File: src/rtl/dm_arb_pkg.sv
`default_nettype none
// ============================================================================
// Module  : dm_arb_pkg
// Brief   : Shared types and constants for the data-RAM arbiter.
// Revision: 1.0 - initial release
// ============================================================================
package dm_arb_pkg;

   // Owner of the RAM port in a given cycle
   typedef enum logic [1:0] {
      GNT_NONE = 2'b00,
      GNT_CPU  = 2'b01,
      GNT_AUX  = 2'b10
   } grant_e;

   // Width of the aux starvation counter (MAX_WAIT is limited to 1..15)
   localparam int WAIT_W = 4;

endpackage : dm_arb_pkg
`default_nettype wire

File: src/rtl/dm_arbiter_sat_counter.sv
`default_nettype none
// ============================================================================
// Module  : sat_counter
// Brief   : Up-counter that saturates at LIMIT, with a synchronous clear that
//           takes precedence over increment.
// Revision: 1.0 - initial release
// ============================================================================
module sat_counter #(
   parameter int               WIDTH = 4,
   parameter logic [WIDTH-1:0] LIMIT = '1
) (
   input  logic             clk,
   input  logic             rst,
   input  logic             inc,
   input  logic             clr,
   output logic [WIDTH-1:0] cnt
);

   logic [WIDTH-1:0] r_cnt;

   // Count up on inc, hold at LIMIT, clear on clr
   always_ff @(posedge clk or negedge rst) begin
      if (!rst) begin
         r_cnt <= '0;
      end else if (clr) begin
         r_cnt <= '0;
      end else if (inc && (r_cnt != LIMIT)) begin
         r_cnt <= r_cnt + 1'b1;
      end
   end

   assign cnt = r_cnt;

endmodule : sat_counter
`default_nettype wire

File: src/rtl/dm_arbiter.sv
`default_nettype none
// ============================================================================
// Module  : dm_arbiter
// Brief   : Shares the single data-RAM port between the CPU (fixed priority)
//           and an auxiliary master, with a forced aux grant after MAX_WAIT
//           denied cycles. Zero-latency grant and data muxing.
// Revision: 1.0 - initial release
// ============================================================================
module dm_arbiter
   import dm_arb_pkg::*;
#(
   parameter int ADDR_W   = 10,
   parameter int DATA_W   = 32,
   parameter int MAX_WAIT = 4,
   parameter int CNT_W    = 16
) (
   input  logic              clk,
   input  logic              rst,
   // CPU side
   input  logic              cpu_req,
   input  logic              cpu_we,
   input  logic [ADDR_W-1:0] cpu_addr,
   input  logic [DATA_W-1:0] cpu_wdata,
   output logic              cpu_ack,
   output logic              cpu_stall,
   output logic [DATA_W-1:0] cpu_rdata,
   // Auxiliary master side
   input  logic              aux_req,
   input  logic              aux_we,
   input  logic [ADDR_W-1:0] aux_addr,
   input  logic [DATA_W-1:0] aux_wdata,
   output logic              aux_ack,
   output logic [DATA_W-1:0] aux_rdata,
   // RAM port
   output logic [ADDR_W-1:0] ram_addr,
   output logic [DATA_W-1:0] ram_wdata,
   output logic              ram_we,
   input  logic [DATA_W-1:0] ram_rdata,
   // Status
   output logic [1:0]        last_grant,
   output logic [CNT_W-1:0]  conflict_cnt
);

   localparam logic [WAIT_W-1:0] c_max_wait = WAIT_W'(MAX_WAIT);

   grant_e            w_gnt;
   grant_e            r_last_grant;
   logic [WAIT_W-1:0] w_wait_cnt;
   logic              w_cpu_gnt;
   logic              w_aux_gnt;

   // Grant decision; nothing is granted while reset is held low
   always_comb begin
      w_gnt = GNT_NONE;
      if (rst) begin
         if (aux_req && (w_wait_cnt == c_max_wait)) begin
            w_gnt = GNT_AUX;
         end else if (cpu_req) begin
            w_gnt = GNT_CPU;
         end else if (aux_req) begin
            w_gnt = GNT_AUX;
         end
      end
   end

   assign w_cpu_gnt = (w_gnt == GNT_CPU);
   assign w_aux_gnt = (w_gnt == GNT_AUX);

   assign cpu_ack   = w_cpu_gnt;
   assign aux_ack   = w_aux_gnt;
   assign cpu_stall = cpu_req & ~w_cpu_gnt;

   // RAM-side mux and read-data steering; idle cycles drive zeros
   always_comb begin
      ram_addr  = '0;
      ram_wdata = '0;
      ram_we    = 1'b0;
      cpu_rdata = '0;
      aux_rdata = '0;
      if (w_cpu_gnt) begin
         ram_addr  = cpu_addr;
         ram_wdata = cpu_wdata;
         ram_we    = cpu_we;
         cpu_rdata = ram_rdata;
      end else if (w_aux_gnt) begin
         ram_addr  = aux_addr;
         ram_wdata = aux_wdata;
         ram_we    = aux_we;
         aux_rdata = ram_rdata;
      end
   end

   // Aux starvation counter: counts denied aux cycles, cleared once aux is
   // served or withdraws its request
   sat_counter #(
      .WIDTH (WAIT_W),
      .LIMIT (c_max_wait)
   ) u_wait_cnt (
      .clk (clk),
      .rst (rst),
      .inc (aux_req & ~w_aux_gnt),
      .clr (~aux_req | w_aux_gnt),
      .cnt (w_wait_cnt)
   );

   // Statistics: cycles with both masters requesting, saturating at all-ones
   sat_counter #(
      .WIDTH (CNT_W),
      .LIMIT ({CNT_W{1'b1}})
   ) u_conflict_cnt (
      .clk (clk),
      .rst (rst),
      .inc (cpu_req & aux_req),
      .clr (1'b0),
      .cnt (conflict_cnt)
   );

   // Remember who owned the port in the previous cycle
   always_ff @(posedge clk or negedge rst) begin
      if (!rst) begin
         r_last_grant <= GNT_NONE;
      end else begin
         r_last_grant <= w_gnt;
      end
   end

   assign last_grant = r_last_grant;

endmodule : dm_arbiter
`default_nettype wire

File: config.mk
export PLATFORM = sky130hd
export DESIGN_NAME = dm_arbiter
export DESIGN_NICKNAME = d
export VERILOG_FILES = /design/src/rtl/dm_arb_pkg.sv /design/src/rtl/dm_arbiter_sat_counter.sv /design/src/rtl/dm_arbiter.sv
export SDC_FILE = /design/constraint.sdc
export NUM_CORES = 1
export LEC_CHECK = 0
export ABC_AREA = 1
export ABC_CLOCK_PERIOD_IN_PS = 2200
export CAP_MARGIN = 30
export CORE_AREA = 2 2 96 98
export DETAILED_ROUTE_END_ITERATION = 6
export DIE_AREA = 0 0 98 100
export GPL_TIMING_DRIVEN = 0
export PLACE_DENSITY_LB_ADDON = 0.08
export SLEW_MARGIN = 20
export SYNTH_ARGS = -nofsm -noshare
export SYNTH_HDL_FRONTEND = slang
export SYNTH_SLANG_ARGS = --single-unit
File: constraint.sdc
create_clock -name clk -period 2.2 [get_ports clk]
set_clock_uncertainty 0.05 [all_clocks]
set_input_delay 0.44 -clock clk [delete_from_list [all_inputs] [get_ports clk]]
set_output_delay 0.44 -clock clk [all_outputs]
set_load 0.005 [all_outputs]
==> impl_metrics.xml <==
<?xml version="1.0" encoding="UTF-8"?>
<metrics>
  <group name="die">
    <metric name="dieHeight" unit="microns">100</metric>
    <metric name="die_x" unit="microns">98</metric>
    <metric name="fp-row-count" unit="">35</metric>
    <metric name="initial_core_util" unit="%">25.2</metric>
    <metric name="coreArea" unit="sq um">8890</metric>
    <metric name="pin_count" unit="">250</metric>
    <metric name="die_area" unit="sq um">9800</metric>
  </group>
  <group name="cts">
    <metric name="cts_buffer_depth" unit="">2</metric>
    <metric name="cts_hold_repair.buffers" unit="">0</metric>
    <metric name="tritoncts" unit="">built</metric>
    <metric name="cts_inserted_buffers" unit="">3</metric>
    <metric name="worst_setup_hold_path_clk_slew" unit="ps">80</metric>
    <metric name="ctsHtreeMaxLevel" unit="">1</metric>
    <metric name="worstSkewPairLatency" unit="ps">270</metric>
    <metric name="cts.sink_count" unit="">22</metric>
    <metric name="clock_tree_root" unit="">clkbuf_8</metric>
  </group>
  <group name="power_and_ir_drop">
    <metric name="vdd.ir_drop.worst" unit="uV">204</metric>
    <metric name="power_density" unit="nW/um^2">350</metric>
    <metric name="power.leakage" unit="nW">3.02</metric>
  </group>
  <group name="setup_path">
    <metric name="worst-r2r-setup-slack" unit="ps">520</metric>
    <metric name="r2r_start" unit="">u_conflict_cnt.cnt[0]</metric>
    <metric name="setup.worst_path.class" unit="">reg -&gt; out</metric>
    <metric name="worstPathMaxFanout" unit="">5</metric>
    <metric name="cells_along_the_critical_path" unit="">inv_1, ha_2, nand2_2, nor2_4, nand2_2, nand3_4, buf_6, clkinvlp_4, buf_6, nand2_4, nand2_2, buf_6</metric>
    <metric name="timing.critical_path.from_type" unit="">flop</metric>
    <metric name="worst_r2r_path_depth" unit="">9</metric>
    <metric name="critPathRequiredTime" unit="ps">1710</metric>
    <metric name="critPathSlowestCell" unit="">dfrtp_1</metric>
    <metric name="timing.critical_path.slowest_cell_delay" unit="ps">390</metric>
    <metric name="critical_path.reg2reg.endpoint" unit="">u_conflict_cnt.cnt[7]</metric>
    <metric name="setup.worst_path.end_class" unit="">primary output</metric>
    <metric name="arrival" unit="ps">1930</metric>
  </group>
  <group name="grt">
    <metric name="number_of_antenna_violations_at_the_first_check_in_global_routing" unit="">0</metric>
    <metric name="grt-busiest-layer" unit="">met2</metric>
    <metric name="groute.layer.met2.usage" unit="%">45.8</metric>
    <metric name="grt_max_degree" unit="">26</metric>
    <metric name="gr-usage-met1" unit="%">30.6</metric>
    <metric name="via_count_of_the_first_global_routing_pass" unit="">3646</metric>
    <metric name="globalRouteMet3Util" unit="%">7.17</metric>
    <metric name="grt_pass1_wl" unit="microns">19500</metric>
    <metric name="globalRouteTotalUtil" unit="%">25.6</metric>
    <metric name="grt_overflow" unit="">0</metric>
  </group>
  <group name="yosys">
    <metric name="ys_types" unit="">22</metric>
    <metric name="synth.ff_latch_count" unit="">22</metric>
    <metric name="synthesis.area" unit="sq um">2240</metric>
    <metric name="part_of_the_yosys_area_used_for_sequential_elements" unit="%">24.6</metric>
    <metric name="postSynthNetCount" unit="">541</metric>
    <metric name="syn_inst" unit="">416</metric>
    <metric name="yosys_warnings" unit="">0</metric>
    <metric name="synth.avg_cell_area" unit="sq um">5.39</metric>
  </group>
  <group name="layout">
    <metric name="nFillCells" unit="">838</metric>
    <metric name="final-seq-area" unit="sq um">551</metric>
    <metric name="synthToLayoutAreaGrowth" unit="%">158</metric>
    <metric name="layout.core_utilization" unit="%">64.9</metric>
    <metric name="n_antenna_cell" unit="">0</metric>
    <metric name="postLayoutCellArea" unit="sq um">5770</metric>
    <metric name="multiInputGateArea" unit="sq um">1830</metric>
    <metric name="final_layout_size_suffix_gt1_share" unit="%">39.3</metric>
    <metric name="finish.net_count" unit="">846</metric>
  </group>
  <group name="sta">
    <metric name="timing.final.crit_share" unit="%">110</metric>
    <metric name="timing.fmax" unit="MHz">413</metric>
    <metric name="tightest_slew" unit="ps">419</metric>
    <metric name="min_period" unit="ps">2420</metric>
    <metric name="setup_failing_eps_final" unit="">103</metric>
    <metric name="final-max-slew-violation-count" unit="">0</metric>
    <metric name="setup_repair_after_global_routing_missed_its_margin" unit="">true</metric>
    <metric name="worst_hold_slack" unit="ps">15.0</metric>
    <metric name="final_hold_viol_count" unit="">0</metric>
    <metric name="finalWorstSetupSlack" unit="ps">-221</metric>
    <metric name="slew_headroom" unit="%">71.9</metric>
  </group>
  <group name="detailed_routing">
    <metric name="drt_first_pass_iters" unit="">6</metric>
    <metric name="route.antenna.remaining_nets" unit="">0</metric>
    <metric name="route.detailed.drc" unit="">0</metric>
    <metric name="drt_iter0_markers" unit="">87</metric>
    <metric name="average_detailed_routed_wire_length_per_instance" unit="microns">16.3</metric>
    <metric name="dr_total_vias" unit="">3695</metric>
    <metric name="wl" unit="microns">13600</metric>
    <metric name="drt-vias-per-instance" unit="">4.45</metric>
  </group>
  <group name="run_status">
    <metric name="run_status" unit="">finished, violations left</metric>
    <metric name="failing_checks" unit="">setup timing</metric>
  </group>
  <group name="place">
    <metric name="place_area" unit="sq um">4870</metric>
    <metric name="global_placer_s_final_weighted_congestion" unit="">0.883</metric>
    <metric name="placement.io_buffers" unit="">249</metric>
    <metric name="post-place-ws" unit="ps">-749</metric>
    <metric name="dp_hpwl" unit="microns">10100</metric>
  </group>
  <group name="hold_path">
    <metric name="min_path_type" unit="">in -&gt; async</metric>
  </group>
  <group name="flow_run">
    <metric name="drv.max_cap_violation_count" unit="">0</metric>
  </group>
</metrics>
-- cell usage after synthesis --
cell type  number  area share, %
nand4_1         3           0.84
nor2_4          1           0.50
nand2_2         2           0.56
buf_6           2            1.0
o21bai_4        1           0.84
nand3_1        18            4.0
dfrtp_1        22             25
inv_2           3           0.50
nand2_1       188             31
nand3_2         1           0.45
o21ai_1         3           0.67
xor2_1          9            3.5
o21ai_2         4            1.6
a21oi_1         1           0.22
o21ai_0         4           0.89
nor2_1         84             14
inv_1          49            8.2
buf_2          15            3.3
buf_4           1           0.34
xnor2_1         1           0.39
a21boi_0        1           0.34
ha_1            3            1.7
-- cells by family after synthesis --
logic type	count (synthesis)	share of synthesized area, %
compound gates	14	4.52
xor+xnor	10	3.91
fa+ha+maj	3	1.68
buf+inv	70	13.4
flops	22	24.6
simple gates	297	51.9
-- cell type report --
class | instances | area share [%]
repair buffers | 299 | 47.7
inverters | 52 | 3.64
repair inverters | 2 | 0.195
multi-input cells | 324 | 31.8
well taps | 111 | 2.41
flip-flops and latches | 22 | 9.54
plain buffers | 17 | 3.79
clock buffers | 4 | 0.954
-- power breakdown --
group / internal [W] / switching [W] / leakage (nW)
Sequential: 0.000471 / 0.0000882 / 0.294
Clock: 0.000160 / 0.000144 / 0.0288
Combinational: 0.000668 / 0.000490 / 2.69
Total: 0.00130 / 0.000722 / 3.02
-- stage by stage --
stage               cells  setup TNS [ps]  power (W)
floorplan             416               0   0.000878
global placement      776         -150540    0.00151
detailed placement    776          -55230    0.00152
CTS                   827          -12960    0.00196
global route          831          -23120    0.00215
finish                831          -12970    0.00202
-- how the worst max path moves through the flow --
stage,cells after the start,endpoint,startpoint
after floorplan,10,ram_addr[0],u_wait_cnt.cnt[0]
after global placement,7,ram_addr[3],rst
after detailed placement,8,ram_wdata[20],aux_req
after CTS,12,ram_wdata[1],u_wait_cnt.cnt[0]
after global routing,12,cpu_rdata[3],u_wait_cnt.cnt[0]
final,12,ram_we,u_wait_cnt.cnt[1]
-- state kept, by name (all words and copies together), names as in the netlist --
register	cells
u_conflict_cnt.cnt	16
last_grant	2
u_wait_cnt.cnt	4
-- routing by layer --
layer,vias up,part of all wire (%)
li1,1845,-
met1,1671,40
met2,161,51
met3,18,7.8
met4,0,1.7
met5,-,0
-- placed cells by master (no fill, tap or decap), types with 6 or more instances in the layout --
cell type / count
nor2_4: 26
buf_4: 16
clkdlybuf4s15_1: 9
buf_2: 77
nand3_1: 18
nor2_2: 8
buf_6: 57
inv_1: 48
nand2_4: 14
buf_12: 6
nand2_2: 50
nand2_1: 126
dfrtp_1: 22
buf_8: 6
xor2_1: 9
clkdlybuf4s50_1: 136
nor2_1: 51
-- what timing repair did --
action                                  in CTS  in global routing
resized for setup                          589                 79
hold endpoints to repair                     0                  0
cloned                                      11                  2
setup buffers                               36                  5
endpoints found under the setup margin     110                110
pin swaps                                   22                  6
-- worst max-delay path: cells and delay by family, from the launching register on --
| kind | cells | cell delay [ps] |
|---|---|---|
| DFF | 1 | 390 |
| and+or+nand+nor | 6 | 520 |
| buffers and inverters | 5 | 580 |
| adders and majority gates | 1 | 170 |
Note: power is estimated with default switching activity, not from simulation.
